--- config.mk ---
export PLATFORM = sky130hd
export DESIGN_NAME = alu_mul_seq
export DESIGN_NICKNAME = d
export VERILOG_FILES = /design/src/rtl/alu_mul_seq.sv
export SDC_FILE = /design/constraint.sdc
export NUM_CORES = 1
export LEC_CHECK = 0
export CAP_MARGIN = 30
export CORE_ASPECT_RATIO = 1.2
export CORE_UTILIZATION = 48
export CTS_CLUSTER_DIAMETER = 40
export CTS_CLUSTER_SIZE = 16
export DETAILED_ROUTE_END_ITERATION = 10
export GPL_TIMING_DRIVEN = 0
export PLACE_DENSITY = 0.95
export SYNTH_ARGS = -nofsm -noshare
export SYNTH_HDL_FRONTEND = slang
export SYNTH_SLANG_ARGS = --single-unit
--- constraint.sdc ---
create_clock -name clk -period 3.5 [get_ports clk]
set_input_delay 0.35 -clock clk [delete_from_list [all_inputs] [get_ports clk]]
set_output_delay 0.35 -clock clk [all_outputs]
set_load 0.05 [all_outputs]
--- src/rtl/alu_mul_seq.sv ---
// Shift-and-add multiply sequencer for the shared Hack ALU.
// Ports: clk/reset_n; start,a,b in; busy,done,product,prod_zr,prod_ng out;
//        alu_x/alu_y/alu_{zx,nx,zy,ny,f,no} drive the ALU, alu_out returns.
module alu_mul_seq #(
   parameter int WIDTH = 16
) (
   input  logic             clk,
   input  logic             reset_n,
   input  logic             start,
   input  logic [WIDTH-1:0] a,
   input  logic [WIDTH-1:0] b,
   output logic             busy,
   output logic             done,
   output logic [WIDTH-1:0] product,
   output logic             prod_zr,
   output logic             prod_ng,
   output logic [WIDTH-1:0] alu_x,
   output logic [WIDTH-1:0] alu_y,
   output logic             alu_zx,
   output logic             alu_nx,
   output logic             alu_zy,
   output logic             alu_ny,
   output logic             alu_f,
   output logic             alu_no,
   input  logic [WIDTH-1:0] alu_out
);

   typedef enum logic [1:0] {
      IDLE = 2'd0,
      ADD  = 2'd1,
      DBL  = 2'd2,
      DONE = 2'd3
   } state_t;

   state_t           state, state_d;
   logic [WIDTH-1:0] acc, acc_d;
   logic [WIDTH-1:0] m, m_d;
   logic [WIDTH-1:0] q, q_d;
   logic [WIDTH-1:0] q_sh;

   function automatic state_t decide(input logic [WIDTH-1:0] v);
      state_t s;
      unique case (1'b1)
         (v == '0): s = DONE;
         v[0]:      s = ADD;
         default:   s = DBL;
      endcase
      return s;
   endfunction

   assign q_sh = q >> 1;

   always_ff @(posedge clk) begin
      if (!reset_n) begin
         state <= IDLE;
         acc   <= '0;
         m     <= '0;
         q     <= '0;
      end else begin
         state <= state_d;
         acc   <= acc_d;
         m     <= m_d;
         q     <= q_d;
      end
   end

   always_comb begin
      state_d = state;
      acc_d   = acc;
      m_d     = m;
      q_d     = q;
      // Idle drive is the ALU "constant 0" code.
      alu_x   = '0;
      alu_y   = '0;
      alu_zx  = 1'b1;
      alu_nx  = 1'b0;
      alu_zy  = 1'b1;
      alu_ny  = 1'b0;
      alu_f   = 1'b1;
      alu_no  = 1'b0;
      unique case (state)
         IDLE: begin
            if (start) begin
               acc_d   = '0;
               m_d     = a;
               q_d     = b;
               state_d = decide(b);
            end
         end
         ADD: begin
            alu_x   = acc;
            alu_y   = m;
            alu_zx  = 1'b0;
            alu_zy  = 1'b0;
            acc_d   = alu_out;
            state_d = (q[WIDTH-1:1] == '0) ? DONE : DBL;
         end
         DBL: begin
            alu_x   = m;
            alu_y   = m;
            alu_zx  = 1'b0;
            alu_zy  = 1'b0;
            m_d     = alu_out;
            q_d     = q_sh;
            // q_sh is nonzero here, so this never selects DONE.
            state_d = decide(q_sh);
         end
         DONE: begin
            state_d = IDLE;
         end
         default: begin
            state_d = IDLE;
         end
      endcase
   end

   assign busy    = (state == ADD) || (state == DBL);
   assign done    = (state == DONE);
   assign product = acc;
   assign prod_zr = (acc == '0);
   assign prod_ng = acc[WIDTH-1];

endmodule

==> run summary <==
Status = finished, final reports clean
CP Cell Sequence = inv_1, ha_1, and2_1, buf_2, buf_2, a22o_1, clkdlybuf4s50_1
Metal-1 WL = 3120 µm
Worst-Margin Slew = 0.5509 ns
# Max-Cap Violations = 0
Synth area leaders = dfxtp_1, mux2i_1, o211a_1
Crit-path most repeated cell = buf_2
Leakage = 1.768 nW
CTS Buf Count = 5
Crit path largest cell delay = 0.81 ns
Post-synthesis cell count = 282
Post-DP HPWL = 5898 µm
Initial core utilization = 50.57%
Peak VDD IR = 0.3828 mV
Number of distinct library cells after synthesis = 36
Post-CTS Setup Inserts = 0
Residual DRC = 0
Die area = 0.006366 mm²
Top Layer Used = met4
Worst path top cell family by delay = buffers and inverters
Hold_ws = 0.4637 ns
RD Place Congestion = 0.7671
Period Utilization, post-route = 93.74%
Initial DRC count = 88
Post-synth ARST share = 0%
Area leader, netlist = dfxtp_1
Hold crit path type = in -> reg
Setup crit end kind = output pin
Final Routed Wirelength = 7677 µm
Nets = 449
Pre-CTS setup slack = 0.5720 ns
Routed wire length per instance = 16.23 µm
CP startpoint kind = flop
Layout cells sized above 1 = 21.63%
Area taken by multi-input logic gates = 0.001634 mm²
Area share of the largest cell type after synthesis = 33.78%
Largest net degree at the start of global routing = 14
Register Area = 980.9 µm²
Clock sink count = 49
Boundary Pins = 109
Vias in the first global route = 2,534
Core area = 0.005743 mm²
Final worst slack = 0.2192 ns
Antenna cells = 0
Vias per cell = 5.465
Routed met2 length = 4090 µm
H-tree level count = 2
Post-synth EDFFs = 0
Clk slew on worst S/H paths = 0.09 ns
Finished layout cell area = 0.004116 mm²
FP Rows = 30
PD cells = 511.8 mW/mm²
Bufs and invs on worst path = 4
Area after DPL = 0.004043 mm²
Min cycle time layout = 3.281 ns
Syn Area/Cell = 10.30 µm²
Initial antenna violation count = 0
Most frequent cell after synthesis = dfxtp_1
Kind of critical path = reg -> out
Register area share after synthesis = 33.78%
Root Buffer = clkbuf_8
Worst-skew pair later-pin latency = 0.30 ns
Setup TNS = 0 ns
Ys Warns = 0
RSZ-0062 raised after global routing = false
Fillcell total = 451
Final number of setup-violating endpoints = 0
Via count = 2,585
Slew margin rel. = 63.16%
Slowest CP cell = clkdlybuf4s50_1
Clk_skew = 0.004561 ns
Global-route wire length before repair = 12,220 µm
Clk buf depth = 2
TritonCTS clock tree = built
Max frequency = 304.8 MHz
Main flop type after synthesis = dfxtp_1
Top post-synthesis cells by count = dfxtp_1, mux2i_1, nand2_2, o211a_1, and2_1
Hold Vio Cnt, Final = 0
Post-cts hold buffer count = 0
WP data arrival = 2.93 ns
Die height = 87.21 µm
IO buf count = 103
Crit path required time = 3.15 ns
Grt ovf = 0
Area growth syn-to-layout = 41.75%
#FFs+latches synth = 49
Fin. max-slew vios = 0
GRT Util Overall = 24.82%
Post-DRT Antenna Nets = 0
Overall die width = 73.01 µm
Iteration count of the initial detailed-routing pass = 4
CTS resizes = 0
Synthesized area = 0.002904 mm²
Maximum fanout along the worst path = 11
Met3 WL = 325 µm
through the flow:
step                total power, mW  util [%]  cells
detailed placement            1.807     70.39    467
finish                        2.107     71.68    473
floorplan                     1.500         -    284
global route                  2.204     71.68    473
global placement              1.773     70.39    467
CTS                           2.112     71.68    473
tightest hold or removal path, stage by stage:
cell	delay [ns]
clkbuf_1	0.17
nand4_1	0.11
o211ai_1	0.09
cells by family after synthesis:
group	synth area share [%]
adders and majority gates	1.723
AOI/OAI and AO/OA	23.70
muxes	10.34
and+or+nand+nor	19.99
other	0.2586
DFF	33.78
buffers and inverters	10.21
cell type report:
cell class | instances | share of cell area (%)
Multi-Input combinational cell | 199 | 39.70
Timing Repair Buffer | 103 | 25.05
Sequential cell | 49 | 23.83
Buffer | 32 | 6.839
Tap cell | 80 | 2.432
Clock buffer | 5 | 1.672
Inverter | 4 | 0.3647
Clock inverter | 1 | 0.1216
worst paths after layout:
kind,start,endpoint,slack (ns),depth (start not counted)
max,state[1],alu_x[13],0.22,7
min,reset_n,state[0],0.46,3
max reg2reg,state[1],product[6],1.78,7
min reg2reg,m[15],m[15],0.53,1
registers in the layout, indices dropped and copies added (netlist names):
register	count
product	16
q	15
state	2
m	16
where the power goes:
| group | switching, mW | internal [mW] | leakage (nW) |
|---|---|---|---|
| registers | 0.0800 | 0.653 | 0.403 |
| logic | 0.599 | 0.462 | 1.32 |
| clock network | 0.181 | 0.132 | 0.0399 |
routing by layer:
metal  track usage [%]  up-vias
met3             4.398       12
met4             6.595        0
met2             46.21       85
met5                 0        -
li1                  -     1238
met1             28.68     1250
placed cells by master (no fill, tap or decap), types with 5 or more instances in the layout:
| master | instances |
|---|---|
| buf_6 | 6 |
| nor4_1 | 10 |
| buf_12 | 5 |
| clkbuf_1 | 7 |
| mux2i_1 | 30 |
| buf_2 | 7 |
| o211a_1 | 30 |
| buf_4 | 7 |
| a22oi_2 | 10 |
| clkdlybuf4s50_1 | 103 |
| nand2_2 | 30 |
| a22oi_1 | 6 |
| nor2b_2 | 10 |
| and2_1 | 19 |
| nor2b_1 | 7 |
| dfxtp_1 | 49 |
| a22o_1 | 16 |
| clkbuf_8 | 5 |
(Power assumes the default switching activity.)
